File: src/rtl/wb_queue.sv
// Write-back queue: buffers completed results and drains one per cycle into the register file and flag register.
// Latency: an entry pushed at edge t is driven in cycle t+1 and committed at edge t+1; bypass reads current state combinationally.
// Backpressure: push_ready = !full; the producer holds its entry while push_ready is low.
module wb_queue #(
    parameter int DEPTH = 4
) (
    input  logic                       clk,
    input  logic                       rst,
    input  logic                       push_valid,
    output logic                       push_ready,
    input  logic [3:0]                 push_reg,
    input  logic [15:0]                push_data,
    input  logic [2:0]                 push_flag_wen,
    input  logic [2:0]                 push_flags,
    output logic [3:0]                 DstReg,
    output logic [15:0]                DstData,
    output logic                       WriteReg,
    output logic                       n_write,
    output logic                       v_write,
    output logic                       z_write,
    output logic                       n_in,
    output logic                       v_in,
    output logic                       z_in,
    input  logic [3:0]                 src1_reg,
    input  logic [3:0]                 src2_reg,
    output logic                       src1_hit,
    output logic                       src2_hit,
    output logic [15:0]                src1_data,
    output logic [15:0]                src2_data,
    output logic [$clog2(DEPTH):0]     count,
    output logic                       empty,
    output logic                       full
);
    localparam int AW = $clog2(DEPTH);

    typedef struct packed {
        logic [3:0]  rg;
        logic [15:0] dat;
        logic [2:0]  wen;   // {n,v,z}
        logic [2:0]  flg;   // {n,v,z}
    } entry_t;

    entry_t        mem [DEPTH];
    entry_t        head_e;
    logic [AW-1:0] head;
    logic [AW-1:0] tail;
    logic [AW:0]   count_q;
    logic          do_push;
    logic          do_pop;

    assign empty      = (count_q == '0);
    assign full       = (count_q == (AW+1)'(DEPTH));
    assign push_ready = !full;
    assign count      = count_q;
    assign do_push    = push_valid && push_ready;
    // The register file captures the head on every edge the queue is non-empty.
    assign do_pop     = !empty;

    // Pointer and occupancy tracking; reset drops every pending entry.
    always_ff @(posedge clk) begin
        if (rst) begin
            head    <= '0;
            tail    <= '0;
            count_q <= '0;
        end else begin
            if (do_push) tail <= tail + 1'b1;
            if (do_pop)  head <= head + 1'b1;
            case ({do_push, do_pop})
                2'b10:   count_q <= count_q + 1'b1;
                2'b01:   count_q <= count_q - 1'b1;
                default: count_q <= count_q;
            endcase
        end
    end

    // Entry storage; contents need no reset because validity comes from count.
    always_ff @(posedge clk) begin
        if (!rst && do_push) begin
            mem[tail] <= '{rg: push_reg, dat: push_data, wen: push_flag_wen, flg: push_flags};
        end
    end

    assign head_e = mem[head];

    // Head entry onto the register-file and flag write ports, zeroed when empty.
    always_comb begin
        DstReg   = '0;
        DstData  = '0;
        WriteReg = 1'b0;
        n_write  = 1'b0;
        v_write  = 1'b0;
        z_write  = 1'b0;
        n_in     = 1'b0;
        v_in     = 1'b0;
        z_in     = 1'b0;
        if (!empty) begin
            DstReg   = head_e.rg;
            DstData  = head_e.dat;
            WriteReg = (head_e.rg != 4'd0);
            {n_write, v_write, z_write} = head_e.wen;
            {n_in, v_in, z_in}          = head_e.flg;
        end
    end

    // Bypass: walk from oldest to youngest so the last match (closest to tail) wins.
    always_comb begin
        logic [AW-1:0] idx;
        idx       = '0;
        src1_hit  = 1'b0;
        src2_hit  = 1'b0;
        src1_data = '0;
        src2_data = '0;
        for (int i = 0; i < DEPTH; i++) begin
            idx = head + AW'(i);
            if ((AW+1)'(i) < count_q) begin
                if (src1_reg != 4'd0 && mem[idx].rg == src1_reg) begin
                    src1_hit  = 1'b1;
                    src1_data = mem[idx].dat;
                end
                if (src2_reg != 4'd0 && mem[idx].rg == src2_reg) begin
                    src2_hit  = 1'b1;
                    src2_data = mem[idx].dat;
                end
            end
        end
    end
endmodule
File: config.mk
export PLATFORM = sky130hd
export DESIGN_NAME = wb_queue
export DESIGN_NICKNAME = d
export VERILOG_FILES = /design/src/rtl/wb_queue.sv
export SDC_FILE = /design/constraint.sdc
export NUM_CORES = 1
export LEC_CHECK = 0
export ABC_CLOCK_PERIOD_IN_PS = 3300
export CAP_MARGIN = 20
export CORE_ASPECT_RATIO = 2
export CORE_MARGIN = 2
export CORE_UTILIZATION = 35
export CTS_CLUSTER_SIZE = 14
export DETAILED_ROUTE_END_ITERATION = 6
export GPL_ROUTABILITY_DRIVEN = 0
export REMOVE_ABC_BUFFERS = 1
export SLEW_MARGIN = 40
export SYNTH_ARGS = -nofsm -noshare
export SYNTH_HDL_FRONTEND = slang
export SYNTH_SLANG_ARGS = --single-unit
File: constraint.sdc
create_clock -name clk -period 3.3 [get_ports clk]
set_input_delay 0.66 -clock clk [delete_from_list [all_inputs] [get_ports clk]]
set_output_delay 0.66 -clock clk [all_outputs]
set_load 0.02 [all_outputs]
==> results.json <==
{
  "outcome": "finished with violations",
  "violations": "negative setup slack",
  "drtIter0Drc": 350,
  "postSynthAreaPerCell_um2": 13.4,
  "die_h_um": 211,
  "finalSetupTns_ns": -16.33,
  "endpoint_kind": "output port",
  "cap_violations": 0,
  "dr.pass1.iters": 6,
  "crit_required_ns": 2.64,
  "p_int_uw": 5470,
  "synthAdderAreaFrac": 0.0151,
  "grt_pass1_wl_um": 37000,
  "drv_slew": 0,
  "synth_top_area_share": 0.418,
  "cts_hold_buffers": 0,
  "grt_max_degree": 39,
  "n_fill_cell": 1732,
  "dp_hpwl_um": 16500,
  "yosys.area_share.simple": 0.121,
  "nets": 799,
  "cts-root-buf": "clkbuf_16",
  "synth_top_family_by_area": "multiplexers",
  "n_antenna_cell": 0,
  "period_needed_ns": 3.89,
  "cts_tree": "yes",
  "async_reset_ff_frac": 0,
  "yosysWarnings": 0,
  "clock_path_buffers": 2,
  "p_clk_frac": 0.199,
  "synthTopCellsByArea": "edfxtp_1 42%, mux4_2 26%, o31ai_1 3.2%",
  "drc": 0,
  "synthMuxAreaShare": 0.264,
  "vias": 6087,
  "design.die.area_um2": 22600,
  "syn_area_um2": 7470,
  "synth_cell_types": 43,
  "holdCritPathClass": "register to register",
  "htree_num_levels": 4,
  "path_class": "register to output port",
  "setup_ws_ns": -0.588,
  "switching_power_uw": 3560,
  "wire_per_inst_um": 23.7,
  "rows": 75,
  "synth_compound_area_frac": 0.0901,
  "portBuffers": 103,
  "ys_seq_area_frac": 0.442,
  "clkSlewWorstSetupHoldPaths_ns": 0.06,
  "synth-xor-area-share": 0.0340,
  "final_util": 0.519,
  "grt_pass1_vias": 6611,
  "ys_ff_latch": 113,
  "viasPerCell": 5.88,
  "worstPathMaxFanout": 7,
  "ant_nets": 0,
  "max_freq_ghz": 0.257,
  "period_share": 1.18,
  "layout-drive-gt1-share": 0.463,
  "seqPwrFrac": 0.202,
  "hold_viol": 0,
  "powerDensity_nw_per_um2": 831,
  "numClockSinks": 113,
  "grt_use_total": 0.221,
  "design.core.area_um2": 20900,
  "rsz0062_at_grt": "true",
  "drt_wl_total_um": 24600,
  "antenna_found_initial": 0,
  "p_leak_uw": 0.00371,
  "sw_frac_of_total": 0.394,
  "die_w_um": 107,
  "grt-ovfl-total": 0,
  "cp.arrival_ns": 3.23,
  "clock_latency_ns": 0.42,
  "io_pins": 104,
  "area_growth_pct": 45.5,
  "start_util": 0.357,
  "fin_skew_ns": 0.00817,
  "maxSlewHeadroom": 0.604,
  "synth-edff-count": 104,
  "combPwrFrac": 0.599,
  "worst_pin_slew_ns": 0.587,
  "pre_cts_ws_ns": -0.891,
  "cts_buffers": 17,
  "worst_ir_drop_vdd_mv": 0.555,
  "synthFlopType": "edfxtp_1",
  "setup_viol": 34,
  "synth_top_cell_by_area": "edfxtp_1",
  "syn_inst": 559,
  "critPathLaunchType": "register"
}
cells in the final DEF, fill, tap and decap left out, types with 19 or more instances in the layout:
| cell | n |
|---|---|
| and2_1 | 20 |
| nor2_1 | 35 |
| mux4_2 | 85 |
| edfxtp_1 | 104 |
| xnor2_1 | 21 |
| clkbuf_16 | 19 |
| buf_4 | 106 |
| clkdlybuf4s50_1 | 68 |
| nor2b_1 | 26 |
| nand2_1 | 42 |
stage by stage:
stage          hold WS [ns]  power [µW]  std cells  cell area, µm²
6_report              0.515        9040       1035           10900
5_1_grt               0.557        9460       1035           10900
4_1_cts               0.514        8750       1028           10400
3_5_place_dp          0.507        6730        977            9470
3_3_place_gp          0.483        6630        977            9470
2_1_floorplan         0.463        4790        509            7250
power by group through the flow:
| stage | logic (µW) | registers (µW) | clock network (µW) |
|---|---|---|---|
| 2_1_floorplan | 2650 | 2140 | 0 |
| 3_5_place_dp | 4890 | 1840 | 0 |
| 6_report | 5410 | 1820 | 1800 |
| 4_1_cts | 5120 | 1820 | 1820 |
| 5_1_grt | 5740 | 1840 | 1880 |
| 3_3_place_gp | 4800 | 1830 | 0 |
per-layer routing:
| metal | up-vias | GRT usage | wire, µm |
|---|---|---|---|
| met5 | - | 0 | 0 |
| li1 | 2638 | - | - |
| met2 | 236 | 0.418 | 14000 |
| met1 | 3115 | 0.219 | 7910 |
| met4 | 0 | 0.138 | 1630 |
| met3 | 98 | 0.0337 | 1080 |
final timing paths:
| path | slack, ns | cells after the start | from | to |
|---|---|---|---|---|
| worst max-delay path | -0.59 | 10 | head[0] | src2_data[15] |
| worst min-delay path | 0.51 | 2 | tail[1] | tail[1] |
| worst max register to register | 1.15 | 8 | count[0] | mem[3][9] |
| worst min register to register | 0.51 | 2 | tail[1] | tail[1] |
sequential cells by signal, indices dropped and copies added, names as in the netlist, named ones only:
| name | cells |
|---|---|
| count | 3 |
| head | 2 |
| mem | 104 |
| tail | 2 |
critical path, cell delays in order, from the launching register on:
cell and delay, ns:
dfxtp_4 0.38, mux4_2 0.57, or3_4 0.41, a2111oi_4 0.38, buf_4 0.19, a211oi_4 0.06
buf_6 0.17, buf_8 0.14, a221oi_2 0.24, o31ai_1 0.10, buf_2 0.17
repair_timing:
action	4_1_cts	5_1_grt
gates resized for setup	236	97
endpoints found under the setup margin	43	40
setup buffers	16	15
cloned	4	2
pin swaps	31	29
hold endpoints to repair	0	0
synthesized netlist by cell type, drive strengths merged (4+ instances only):
library cell and count:
a221oi 17, a311oi 15, and2 22, buf 23
clkbuf 27, dfxtp 9, edfxtp 104, ha 9
inv 8, mux2i 5, mux4 85, nand2 44
nor2 48, nor2b 26, nor3 6, nor3b 18
o21ai 4, o31ai 32, xnor2 23, xor2 6
area by class of cell:
class	instances	area, µm²	area share
Clock buffer	18	429	0.0395
Clock inverter	14	154	0.0142
Inverter	8	30.0	0.00276
Multi-Input combinational cell	388	4500	0.414
Sequential cell	113	3310	0.305
Tap cell	269	337	0.0310
Timing Repair Buffer	225	2100	0.194
kinds of logic after synthesis:
family	after synthesis
buffers and inverters	58
and+or+nand+nor	178
AOI/OAI and AO/OA	81
adders and majority gates	9
muxes	91
DFF	113
xor gates and xnor gates	29
Power figures use the tool's default switching activity.
